File: src/rtl/flash_cmd_sequencer.sv
// Drives unlock/command bus cycles to a parallel NOR flash from a latched command, polling RY/BY# for program/erase.
// One ack per bus cycle (T_AS+T_WP+T_AH+1 clocks apart); start is a held level, released only in FIN.
module flash_cmd_sequencer #(
  parameter int T_AS   = 1,
  parameter int T_WP   = 2,
  parameter int T_AH   = 1,
  parameter int RB_DLY = 4,
  parameter int TO_W   = 20
) (
  input  logic        clk_i,
  input  logic        rst_i,
  input  logic        start,
  input  logic [3:0]  cmd_code_i,
  input  logic [6:0]  block_addr_i,
  input  logic [15:0] other_addr_i,
  input  logic [15:0] tx_data_i,
  output logic        ack,
  output logic        busy_o,
  output logic        done_o,
  output logic        err_o,
  output logic [15:0] rd_data_o,
  output logic        flash_ce_n,
  output logic        flash_we_n,
  output logic        flash_oe_n,
  output logic [22:0] flash_addr,
  output logic [15:0] flash_dq_o,
  output logic        flash_dq_oe,
  input  logic [15:0] flash_dq_i,
  input  logic        flash_ry_byn_i
);

  typedef enum logic [2:0] {S_IDLE, S_SETUP, S_PULSE, S_HOLD, S_BDLY, S_BWAIT, S_FIN} state_t;

  typedef struct packed {
    logic [22:0] addr;
    logic [15:0] dat;
    logic        rd;
    logic        last;
  } cyc_t;

  localparam logic [7:0]      AS_LAST = 8'(T_AS - 1);
  localparam logic [7:0]      WP_LAST = 8'(T_WP - 1);
  localparam logic [7:0]      AH_LAST = 8'(T_AH - 1);
  localparam logic [7:0]      BD_LAST = 8'(RB_DLY - 1);
  localparam logic [TO_W-1:0] TO_LAST = {{(TO_W-1){1'b1}}, 1'b0};
  localparam logic [22:0]     A_555   = 23'h000555;
  localparam logic [22:0]     A_2AA   = 23'h0002AA;

  // Bus cycle for a given {code, step}; unlisted codes default to a single write of 0.
  function automatic cyc_t seq_lookup(input logic [3:0] code, input logic [2:0] step,
                                      input logic [6:0] blk, input logic [15:0] oth,
                                      input logic [15:0] tx);
    cyc_t c;
    c.addr = {blk, oth};
    c.dat  = 16'h0000;
    c.rd   = 1'b0;
    c.last = 1'b1;
    case ({code, step})
      {4'd1, 3'd0}: c.rd = 1'b1;
      {4'd2, 3'd0}: c.dat = 16'h00F0;
      {4'd3, 3'd0}, {4'd4, 3'd0}, {4'd5, 3'd0}, {4'd4, 3'd3}, {4'd5, 3'd3}: begin
        c.addr = A_555; c.dat = 16'h00AA; c.last = 1'b0;
      end
      {4'd3, 3'd1}, {4'd4, 3'd1}, {4'd5, 3'd1}, {4'd4, 3'd4}, {4'd5, 3'd4}: begin
        c.addr = A_2AA; c.dat = 16'h0055; c.last = 1'b0;
      end
      {4'd3, 3'd2}: begin c.addr = A_555; c.dat = 16'h00A0; c.last = 1'b0; end
      {4'd3, 3'd3}: c.dat = tx;
      {4'd4, 3'd2}, {4'd5, 3'd2}: begin c.addr = A_555; c.dat = 16'h0080; c.last = 1'b0; end
      {4'd4, 3'd5}: begin c.addr = A_555; c.dat = 16'h0010; end
      {4'd5, 3'd5}: begin c.addr = {blk, 16'h0000}; c.dat = 16'h0030; end
      {4'd6, 3'd0}: c.dat = 16'h00B0;
      {4'd7, 3'd0}: c.dat = 16'h0030;
      default: ;
    endcase
    return c;
  endfunction

  state_t          state;
  logic [2:0]      step_q;
  logic [7:0]      tmr;
  logic            gap;
  logic [TO_W-1:0] to_cnt;
  logic [3:0]      code_q;
  logic [6:0]      blk_q;
  logic [15:0]     oth_q;
  logic [15:0]     tx_q;
  cyc_t            cyc;
  logic            wait_rb;

  // In IDLE the first cycle is decoded straight from the inputs so SETUP starts on the capture edge.
  always_comb begin
    if (state == S_IDLE) cyc = seq_lookup(cmd_code_i, 3'd0, block_addr_i, other_addr_i, tx_data_i);
    else                 cyc = seq_lookup(code_q, step_q, blk_q, oth_q, tx_q);
  end

  assign wait_rb = (code_q == 4'd3) || (code_q == 4'd4) || (code_q == 4'd5);

  always_ff @(posedge clk_i or negedge rst_i) begin
    if (!rst_i) begin
      state       <= S_IDLE;
      step_q      <= 3'd0;
      tmr         <= 8'd0;
      gap         <= 1'b0;
      to_cnt      <= '0;
      code_q      <= 4'd0;
      blk_q       <= 7'd0;
      oth_q       <= 16'd0;
      tx_q        <= 16'd0;
      flash_ce_n  <= 1'b1;
      flash_we_n  <= 1'b1;
      flash_oe_n  <= 1'b1;
      flash_dq_oe <= 1'b0;
      flash_addr  <= 23'd0;
      flash_dq_o  <= 16'd0;
      rd_data_o   <= 16'd0;
      ack         <= 1'b0;
      busy_o      <= 1'b0;
      done_o      <= 1'b0;
      err_o       <= 1'b0;
    end else begin
      ack    <= 1'b0;
      done_o <= 1'b0;
      err_o  <= 1'b0;
      case (state)
        S_IDLE: if (start) begin
          code_q <= cmd_code_i;
          blk_q  <= block_addr_i;
          oth_q  <= other_addr_i;
          tx_q   <= tx_data_i;
          step_q <= 3'd0;
          tmr    <= 8'd0;
          gap    <= 1'b0;
          busy_o <= 1'b1;
          if (cmd_code_i == 4'd0 || cmd_code_i[3]) begin
            err_o <= 1'b1;
            state <= S_FIN;
          end else begin
            flash_ce_n  <= 1'b0;
            flash_addr  <= cyc.addr;
            flash_dq_o  <= cyc.dat;
            flash_dq_oe <= ~cyc.rd;
            state       <= S_SETUP;
          end
        end
        S_SETUP: begin
          // gap is the ack clock between cycles: CE# stays high, then the next cycle is driven.
          if (gap) begin
            gap         <= 1'b0;
            tmr         <= 8'd0;
            flash_ce_n  <= 1'b0;
            flash_addr  <= cyc.addr;
            flash_dq_o  <= cyc.dat;
            flash_dq_oe <= ~cyc.rd;
          end else if (tmr == AS_LAST) begin
            tmr        <= 8'd0;
            flash_we_n <= cyc.rd;
            flash_oe_n <= ~cyc.rd;
            state      <= S_PULSE;
          end else begin
            tmr <= tmr + 8'd1;
          end
        end
        S_PULSE: begin
          if (tmr == WP_LAST) begin
            if (cyc.rd) rd_data_o <= flash_dq_i;
            tmr        <= 8'd0;
            flash_we_n <= 1'b1;
            flash_oe_n <= 1'b1;
            state      <= S_HOLD;
          end else begin
            tmr <= tmr + 8'd1;
          end
        end
        S_HOLD: begin
          if (tmr == AH_LAST) begin
            tmr         <= 8'd0;
            flash_ce_n  <= 1'b1;
            flash_dq_oe <= 1'b0;
            ack         <= 1'b1;
            if (!cyc.last) begin
              step_q <= step_q + 3'd1;
              gap    <= 1'b1;
              state  <= S_SETUP;
            end else if (wait_rb) begin
              state <= S_BDLY;
            end else begin
              done_o <= 1'b1;
              state  <= S_FIN;
            end
          end else begin
            tmr <= tmr + 8'd1;
          end
        end
        S_BDLY: begin
          if (tmr == BD_LAST) begin
            to_cnt <= '0;
            state  <= S_BWAIT;
          end else begin
            tmr <= tmr + 8'd1;
          end
        end
        S_BWAIT: begin
          if (flash_ry_byn_i) begin
            done_o <= 1'b1;
            state  <= S_FIN;
          end else if (to_cnt == TO_LAST) begin
            err_o <= 1'b1;
            state <= S_FIN;
          end else begin
            to_cnt <= to_cnt + 1'b1;
          end
        end
        S_FIN: if (!start) begin
          busy_o <= 1'b0;
          state  <= S_IDLE;
        end
        default: state <= S_IDLE;
      endcase
    end
  end

endmodule

File: config.mk
export PLATFORM = sky130hd
export DESIGN_NAME = flash_cmd_sequencer
export DESIGN_NICKNAME = d
export VERILOG_FILES = /design/src/rtl/flash_cmd_sequencer.sv
export SDC_FILE = /design/constraint.sdc
export NUM_CORES = 1
export LEC_CHECK = 0
export CAP_MARGIN = 20
export CORE_MARGIN = 2
export CORE_UTILIZATION = 47
export DETAILED_ROUTE_END_ITERATION = 10
export PLACE_DENSITY = 0.77
export SETUP_SLACK_MARGIN = 0.3
export SLEW_MARGIN = 15
export SYNTH_ARGS = -nofsm -noshare
export SYNTH_HDL_FRONTEND = slang
export SYNTH_SLANG_ARGS = --single-unit
File: constraint.sdc
create_clock -name clk_i -period 5.56 [get_ports clk_i]
set_clock_uncertainty 0.05 [all_clocks]
set_input_delay 0.556 -clock clk_i [delete_from_list [all_inputs] [get_ports clk_i]]
set_output_delay 0.556 -clock clk_i [all_outputs]
set_load 0.02 [all_outputs]
==> run_results.csv <==
group,metric,value,unit
outcome,status,"finished clean",
min_path,hp-class,"input pin to asynchronous set/reset pin",
finish,fillers,1136,
placement,port_buffers,125,
worst_setup_path,slowest_stage,"or4b_4",
worst_setup_path,cp_data_required_time,5.78,ns
yosys,ys_seq_area_frac,0.517,
detailed_routing,first_pass_iters,5,
yosys,async_flop_share,1.00,
worst_setup_path,path_cells,"or4b_4 > o31ai_4 > nand3_2 > a21oi_1 > a221oi_1",
timing,setup_violations,0,
die,num_io_pins,126,
cts,clock_path_buffers,2,
flow_run,max-cap-violations,0,
timing,slew_violations,0,
timing,setup_tns,0,ns
worst_setup_path,critPathCaptureType,"flop",
worst_setup_path,critPathMaxFanout,47,
timing,fmax,283,MHz
detailed_routing,num_vias,5965,
detailed_routing,drt_iter0_drc,462,
cts,cts_setup_buffers,0,
worst_setup_path,critPathMaxStageDelay,0.91,ns
global_routing,met2_usage,0.368,
yosys,mappedNetlistNets,774,
global_routing,grt_start_max_net_pins,85,
timing,rsz0062_at_grt,"false",
placement,placed_area,8220,µm²
detailed_routing,post_drt_wl_per_cell,17.3,µm
yosys,synthFlopType,"dfrtp_1",
die,die_h,125,µm
finish,multi_input_area,3110,µm²
detailed_routing,vias_per_cell,5.87,
timing,tightestPinTransition,1.01,ns
detailed_routing,drtAntennaViolNets,0,
power_and_ir_drop,power.density,544,nW/µm²
timing,relSlewSlack,0.328,
finish,fin_area,8820,µm²
cts,clk_latency,0.42,ns
finish,drive_gt1_frac,0.0888,
yosys,synth_top_area_frac,0.506,
yosys,synth_top_cell_by_area,"dfrtp_1",
placement,gp_congestion,0.914,
cts,cts_tree,"built",
cts,cts_root_buf,"clkbuf_16",
yosys,netlist_instances,702,
worst_setup_path,startpoint_type,"flop",
global_routing,antenna_found_initial,0,
yosys,synth_area_leaders,"dfrtp_1 51%, nand2_1 9.6%, a22o_1 3.5%",
power_and_ir_drop,leakage,3.99,nW
cts,htreeDepth,4,
global_routing,grt_pass1_wl,29.4,mm
yosys,ys_warn_count,0,
worst_setup_path,critPathKind,"flop to flop",
yosys,yosys.cell_types.count,72,
die,row_count,44,
cts,cts.reportedPaths.clkPinSlew,0.06,ns
timing,min_period_over_period,0.635,
die,dieArea,15500,µm²
yosys,synth_edf_count,0,
die,die_w,125,µm
cts,cts_resized,0,
worst_setup_path,cp_data_arrival_time,3.75,ns
global_routing,first_global_vias,5866,
finish,diodes,0,
finish,nets,894,
global_routing,met3_usage,0.0743,
timing,min_period,3.53,ns
finish,syn_to_final_growth,29.2,%
placement,dp_hpwl,12.2,mm
cts,cts_buffers,17,
timing,hold_violations,0,
global_routing,overflow,0,
global_routing,use_met1,0.305,
detailed_routing,wl,17.6,mm
finish,ff_latch_area,3530,µm²
cts,cts_sinks,141,
detailed_routing,drcViolationCount,0,
yosys,syn_area_per_cell,9.72,µm²
worst_setup_path,rrSetupSlack,2.03,ns
die,coreArea,14400,µm²
cts,cts.hold.buffers_added,0,
global_routing,busiest_layer,"met2",
power_and_ir_drop,peakVddDrop,0.316,mV
global_routing,grt_use_total,0.233,
yosys,synth-seq-cells,141,
yosys,synth_area,6830,µm²
die,start_util,0.475,
[per-stage QoR]
stage	total power, mW	instances	hold slack, ns	setup slack, ns	util
global route	5.08	1017	0.187	1.89	0.614
detailed placement	3.63	987	0.413	1.74	0.572
global placement	3.56	987	0.405	1.88	0.572
finish	4.80	1017	0.133	2.03	0.614
floorplan	2.89	702	0.210	3.37	-
CTS	4.81	1017	0.168	2.11	0.614
[where the power goes]
group	internal [mW]	leakage, nW	switching, mW
sequential	1.41	1.76	0.321
combinational	0.846	1.94	1.06
clock	0.749	0.290	0.411
total	3.01	3.99	1.79
[final timing paths]
check / start / endpoint / cells after the start
min in group clk_i: blk_q[2]$_DFFE_PN0P_ / flash_addr[18]$_DFFE_PN0P_ / 1
worst max-delay path: state[0]$_DFFE_PN0P_ / flash_dq_o[1]$_DFFE_PN0P_ / 5
worst min-delay path: rst_i / to_cnt[14]$_DFFE_PN0P_ / 1
max in group asynchronous: rst_i / to_cnt[12]$_DFFE_PN0P_ / 2
worst min register to register: blk_q[2]$_DFFE_PN0P_ / flash_addr[18]$_DFFE_PN0P_ / 1
worst max register to register: state[0]$_DFFE_PN0P_ / flash_dq_o[1]$_DFFE_PN0P_ / 5
[per-layer routing]
metal / part of all wire / vias up
met5: 0 / -
met4: 0.018 / 0
met3: 0.072 / 29
met2: 0.47 / 252
met1: 0.44 / 2920
li1: - / 2764
[synthesized netlist by cell type, types with 2 or more instances]
master and n:
nor3_1 6, a22o_1 27, clkbuf_1 17, ha_1 9
buf_4 4, o22ai_1 11, nor2_1 33, o31ai_1 3
a221oi_1 7, nor4bb_1 2, o221ai_1 3, and3_1 8
a21oi_1 42, o211a_1 2, inv_2 2, o21a_1 2
nand4_1 6, o21ai_0 31, or4_1 3, o2111ai_2 2
a41oi_1 2, nand3_1 27, nand2_1 174, dfrtp_1 138
nand2b_1 7, nor3_2 2, nor4_1 2, mux2_2 18
nor4b_1 2, and2_1 2, and4b_1 3, nor4_4 2
dfstp_2 3, buf_2 5, or3_1 10, mux2i_1 4
a31oi_1 9, nor2b_1 7, and4_1 3, inv_1 13
a21o_1 18
[layout by cell type, fill, tap and decap left out, types with 13 or more instances in the layout]
cell	count
clkbuf_16	17
nand2_1	174
clkdlybuf4s50_1	124
nand3_1	27
inv_1	13
a22o_1	27
dfrtp_1	138
mux2_2	18
o21ai_0	31
nor2_1	33
a21o_1	18
a21oi_1	42
[flip-flops by register name, summed over array words and instances (netlist names)]
name and flops:
flash_addr 23, to_cnt 20, flash_dq_o 16, oth_q 16
rd_data_o 16, tx_q 16, tmr 8, blk_q 7
code_q 4, state 3, step_q 3, ack 1
busy_o 1, done_o 1, err_o 1, flash_ce_n 1
flash_dq_oe 1, flash_oe_n 1, flash_we_n 1, gap 1
[critical path, delay by kind of cell, from the launching register on]
family           cells  cell delay, ns
AO/OA/AOI/OAI        3            1.35
flip-flops           1            0.66
AND/OR/NAND/NOR      2            1.29
[logic make-up after synthesis]
kind of cell             Yosys count  share of synthesized area
buffers and inverters             43                     0.0279
adder cells (fa/ha/maj)            9                     0.0165
AO/OA/AOI/OAI                    176                      0.182
XOR/XNOR                           2                    0.00257
AND/OR/NAND/NOR                  309                      0.218
flip-flops                       141                      0.517
multiplexers                      22                     0.0356
[final cells by class]
class	count	area share
Tap cell	184	0.0261
Multi-Input combinational cell	518	0.353
Clock buffer	25	0.0562
Timing Repair Buffer	129	0.145
Sequential cell	141	0.401
Inverter	15	0.00639
Clock inverter	5	0.0121
Note: power is estimated with default switching activity, not from simulation.
